### config.mk
export PLATFORM = sky130hd
export DESIGN_NAME = add_bit
export DESIGN_NICKNAME = d
export VERILOG_FILES = /design/src/rtl/add_bit_full_adder_bit.sv /design/src/rtl/add_bit.sv
export SDC_FILE = /design/constraint.sdc
export NUM_CORES = 1
export LEC_CHECK = 0
export ABC_AREA = 1
export CORE_AREA = 2 2 39 41
export DETAILED_ROUTE_END_ITERATION = 12
export DIE_AREA = 0 0 41 43
export PLACE_DENSITY_LB_ADDON = 0.3
export SYNTH_ARGS = -nofsm -noshare
export SYNTH_HDL_FRONTEND = slang
export SYNTH_SLANG_ARGS = --single-unit
### constraint.sdc
create_clock -name clk -period 2.2 [get_ports clk]
set_input_delay 0.66 -clock clk [delete_from_list [all_inputs] [get_ports clk]]
set_output_delay 0.66 -clock clk [all_outputs]
set_load 0.05 [all_outputs]
### src/rtl/add_bit_full_adder_bit.sv
`default_nettype none
// ============================================================================
// Module      : full_adder_bit
// Description : Single-bit combinational full adder.
// Revision    : 1.0
// ============================================================================
module full_adder_bit (
    input  logic a,
    input  logic b,
    input  logic cin,
    output logic s,
    output logic cout
);

    assign s    = a ^ b ^ cin;
    assign cout = (a & b) | (a & cin) | (b & cin);

endmodule
`default_nettype wire

### src/rtl/add_bit.sv
`default_nettype none
// ============================================================================
// Module      : add_bit
// Description : Bit-serial LSB-first adder with word-framed carry tracking.
// Revision    : 1.0
// ============================================================================
module add_bit #(
    parameter int WIDTH = 8
) (
    input  logic clk,
    input  logic rst,
    input  logic in_valid,
    input  logic sof,
    input  logic a,
    input  logic b,
    output logic c,
    output logic c_valid,
    output logic carry_out,
    output logic word_done
);

    localparam int                 c_CNT_W = (WIDTH > 1) ? $clog2(WIDTH) : 1;
    localparam logic [c_CNT_W-1:0] c_LAST  = c_CNT_W'(WIDTH - 1);

    logic [c_CNT_W-1:0] r_bit_cnt;
    logic               r_carry_q;
    logic [c_CNT_W-1:0] w_idx;
    logic               w_cin;
    logic               w_cout;
    logic               w_last;

    // A start-of-word bit restarts indexing at zero, abandoning any partial word.
    assign w_idx  = sof ? '0 : r_bit_cnt;
    assign w_cin  = (sof || (r_bit_cnt == '0)) ? 1'b0 : r_carry_q;
    assign w_last = (w_idx == c_LAST);

    full_adder_bit u_fa (
        .a    (a),
        .b    (b),
        .cin  (w_cin),
        .s    (c),
        .cout (w_cout)
    );

    assign c_valid = in_valid;

    always_ff @(posedge clk) begin
        if (rst) begin
            r_bit_cnt <= '0;
            r_carry_q <= 1'b0;
            carry_out <= 1'b0;
            word_done <= 1'b0;
        end else if (in_valid) begin
            if (w_last) begin
                carry_out <= w_cout;
                r_carry_q <= 1'b0;
                r_bit_cnt <= '0;
                word_done <= 1'b1;
            end else begin
                r_carry_q <= w_cout;
                r_bit_cnt <= w_idx + 1'b1;
                word_done <= 1'b0;
            end
        end else begin
            word_done <= 1'b0;
        end
    end

endmodule
`default_nettype wire

==> impl_metrics.env <==
export IMPL_status="finished with violations"
export IMPL_violations="negative setup slack"
export IMPL_drcViolationCount=0
export IMPL_dieArea_um2=1760
export IMPL_clockRootBuffer="clkbuf_4"
export IMPL_grt_busiest_layer="met2"
export IMPL_path_clk_slew_ns=0.04
export IMPL_dpl_instance_area_um2=447
export IMPL_netlist_area_leader_share_pct=38.9
export IMPL_worstPathArrival_ns=1.54
export IMPL_num_rows=14
export IMPL_power_clock_fraction_pct=36.7
export IMPL_grt_overflow=0
export IMPL_hold_slack_ns=0.459
export IMPL_syn_cell_area_um2=309
export IMPL_vias=284
export IMPL_synth_compound_area_share_pct=8.10
export IMPL_cp_slowest_cell="fa_1"
export IMPL_use_met1_pct=10.7
export IMPL_floorplan_initialDensity_pct=22.3
export IMPL_ys_warn_count=0
export IMPL_final_area_um2=479
export IMPL_yosysUniqueCellTypes=12
export IMPL_drt_iter0_drc=1
export IMPL_finalMaxSlewViolations=0
export IMPL_p_total_mw=0.270
export IMPL_grtUsageMet2_pct=10.9
export IMPL_hold_viol=0
export IMPL_slowest_delay_ns=0.50
export IMPL_clkLatencyLatePin_ns=0.24
export IMPL_layout_drive_gt1_share_pct=33.3
export IMPL_gr_usage_met3_pct=1.57
export IMPL_swShare_pct=25.2
export IMPL_cts_buffers=3
export IMPL_grt_max_degree=7
export IMPL_grt_use_total_pct=8.65
export IMPL_cts_buffer_depth=2
export IMPL_synth_xor_area_share_pct=0
export IMPL_power_switching_mw=0.0679
export IMPL_post_synth_inst_count=43
export IMPL_dieHeight_um=43
export IMPL_vias_per_cell=3.89
export IMPL_slew_headroom_pct=67.2
export IMPL_place_port_buffers=9
export IMPL_hold_class="register to register"
export IMPL_cts_tree="yes"
export IMPL_crit_path_cell_trace="buf_8 -> inv_4 -> nand3_2 -> fa_1 -> inv_2 -> buf_12"
export IMPL_worstPathRequired_ns=1.54
export IMPL_synthesis_nets=52
export IMPL_ys_seq_area_share_pct=38.9
export IMPL_synth_seq_cells=6
export IMPL_synthTopCellsByArea="dfxtp_1, nand2_1, inv_1"
export IMPL_place_gp_congestion=0.714
export IMPL_antenna_found_initial=0
export IMPL_chipWidth_um=41
export IMPL_dp_hpwl_um=453
export IMPL_yosysTopAreaCell="dfxtp_1"
export IMPL_ys_async_sr_fraction_pct=0
export IMPL_min_period_ns=2.20
export IMPL_clock_skew_final_ns=0.00625
export IMPL_synth_edf_count=0
export IMPL_drt_total_wl_um=566
export IMPL_ir_drop_uv=203
export IMPL_worst_path_max_fanout=2
export IMPL_first_pass_iters=2
export IMPL_setup_worst_path_class="input port to output pin"
export IMPL_grt_setup_unrepaired="yes"
export IMPL_synth_most_common_cell="nand2_1"
export IMPL_routedWlPerCell_um=7.75
export IMPL_p_comb_share_pct=21.2
export IMPL_cp_end_kind="output pin"
export IMPL_fin_ws_ns=-0.000227
export IMPL_core_um2=1380
export IMPL_start_kind="input port"
export IMPL_synthAdderAreaFrac_pct=14.6
export IMPL_crit_family="adder cells"
export IMPL_antenna_left=0
export IMPL_clock_sinks=6
export IMPL_grt_pass1_vias=258
export IMPL_p_seq_share_pct=42.1
export IMPL_grt_first_pass_wirelength_um=979
export IMPL_max_cap_viol_count=0
export IMPL_tightest_slew_ns=0.490
export IMPL_setup_viol=1
export IMPL_htree_levels=1
export IMPL_worst_path_buf_inv=4
export IMPL_yosys_area_share_simple_pct=25.1
export IMPL_area_delta_synth_final_pct=55.1
export IMPL_num_nets_final=68
export IMPL_fin_crit_sh_pct=100
export IMPL_synth_top_family_by_area="simple AND/OR/NAND/NOR gates"
export IMPL_power_density_nw_per_um2=563
export IMPL_synthTopCellsByCount="nand2_1, inv_1, dfxtp_1"
export IMPL_synth_avg_cell_area_um2=7.19
export IMPL_max_freq_ghz=0.454
export IMPL_setup_tns_ns=-0.000227
export IMPL_p_int_mw=0.202
export IMPL_synth_flop_cell="dfxtp_1"
export IMPL_design_portCount=10
export IMPL_cts_hold_buf=0
export IMPL_synthMuxAreaShare_pct=0
export IMPL_antenna_cells=0
export IMPL_cellLeakagePower_nw=0.227
==> per-stage QoR <==
| step | cells | utilization, % | worst slack, ns |
|---|---|---|---|
| 2_1_floorplan | 43 | - | 0.00479 |
| 3_3_place_gp | 69 | 32.3 | -0.387 |
| 3_5_place_dp | 69 | 32.3 | -0.426 |
| 4_1_cts | 73 | 34.4 | -0.0101 |
| 5_1_grt | 73 | 34.6 | -0.0541 |
| 6_report | 73 | 34.6 | -0.000227 |
==> state kept, by name, indices dropped and copies added (netlist names) <==
name       flops
r_bit_cnt      3
carry_out      1
word_done      1
r_carry_q      1
==> final timing paths <==
kind / start / to / slack (ns) / cells after the start
min reg2reg: r_bit_cnt[1] / r_bit_cnt[1] / 0.46 / 2
max: sof / c / -0.0002 / 6
min: r_bit_cnt[1] / r_bit_cnt[1] / 0.46 / 2
max reg2reg: r_bit_cnt[0] / carry_out / 0.97 / 8
==> tightest hold or removal path, cell delays in order, from the launching register on <==
cell and delay, ns:
dfxtp_1 0.30, nand2_1 0.06, a21oi_1 0.05
==> cell families after synthesis <==
| logic type | Yosys count |
|---|---|
| simple gates | 19 |
| compound gates | 5 |
| fa+ha+maj | 3 |
| flops | 6 |
| buf+inv | 10 |
==> power by group through the flow <==
stage,logic [mW],registers (mW),clock network (mW)
6_report,0.0571,0.114,0.0989
5_1_grt,0.0627,0.114,0.108
4_1_cts,0.0574,0.114,0.106
3_5_place_dp,0.0547,0.115,0
3_3_place_gp,0.0541,0.116,0
2_1_floorplan,0.0253,0.115,0
==> layout by cell type (no fill, tap or decap), drive strengths merged <==
cell and count:
nand3 1, fa 1, o21ai 1, nand2 13
clkdlybuf4s50 4, inv 9, dfxtp 6, nor2 5
clkbuf 3, a21oi 4, ha 2, buf 8
==> final cells by class <==
cell class	count	area, um^2
Tap cell	16	20.0
Multi-Input combinational cell	27	153
Timing Repair Buffer	12	128
Inverter	9	36.3
Fill cell	157	905
Clock buffer	3	22.5
Sequential cell	6	120
==> per-layer routing <==
| metal | share of wire [%] | up-vias |
|---|---|---|
| li1 | - | 155 |
| met1 | 43 | 121 |
| met2 | 49 | 6 |
| met3 | 7.4 | 2 |
| met4 | 0.71 | 0 |
| met5 | 0 | - |
==> repair_timing <==
| item | CTS | global route |
|---|---|---|
| gates resized for setup | 17 | 1 |
| buffers inserted | 1 | 0 |
| endpoints found under the setup margin | 1 | 1 |
| pin swaps | 2 | 0 |
Power figures use the tool's default switching activity.
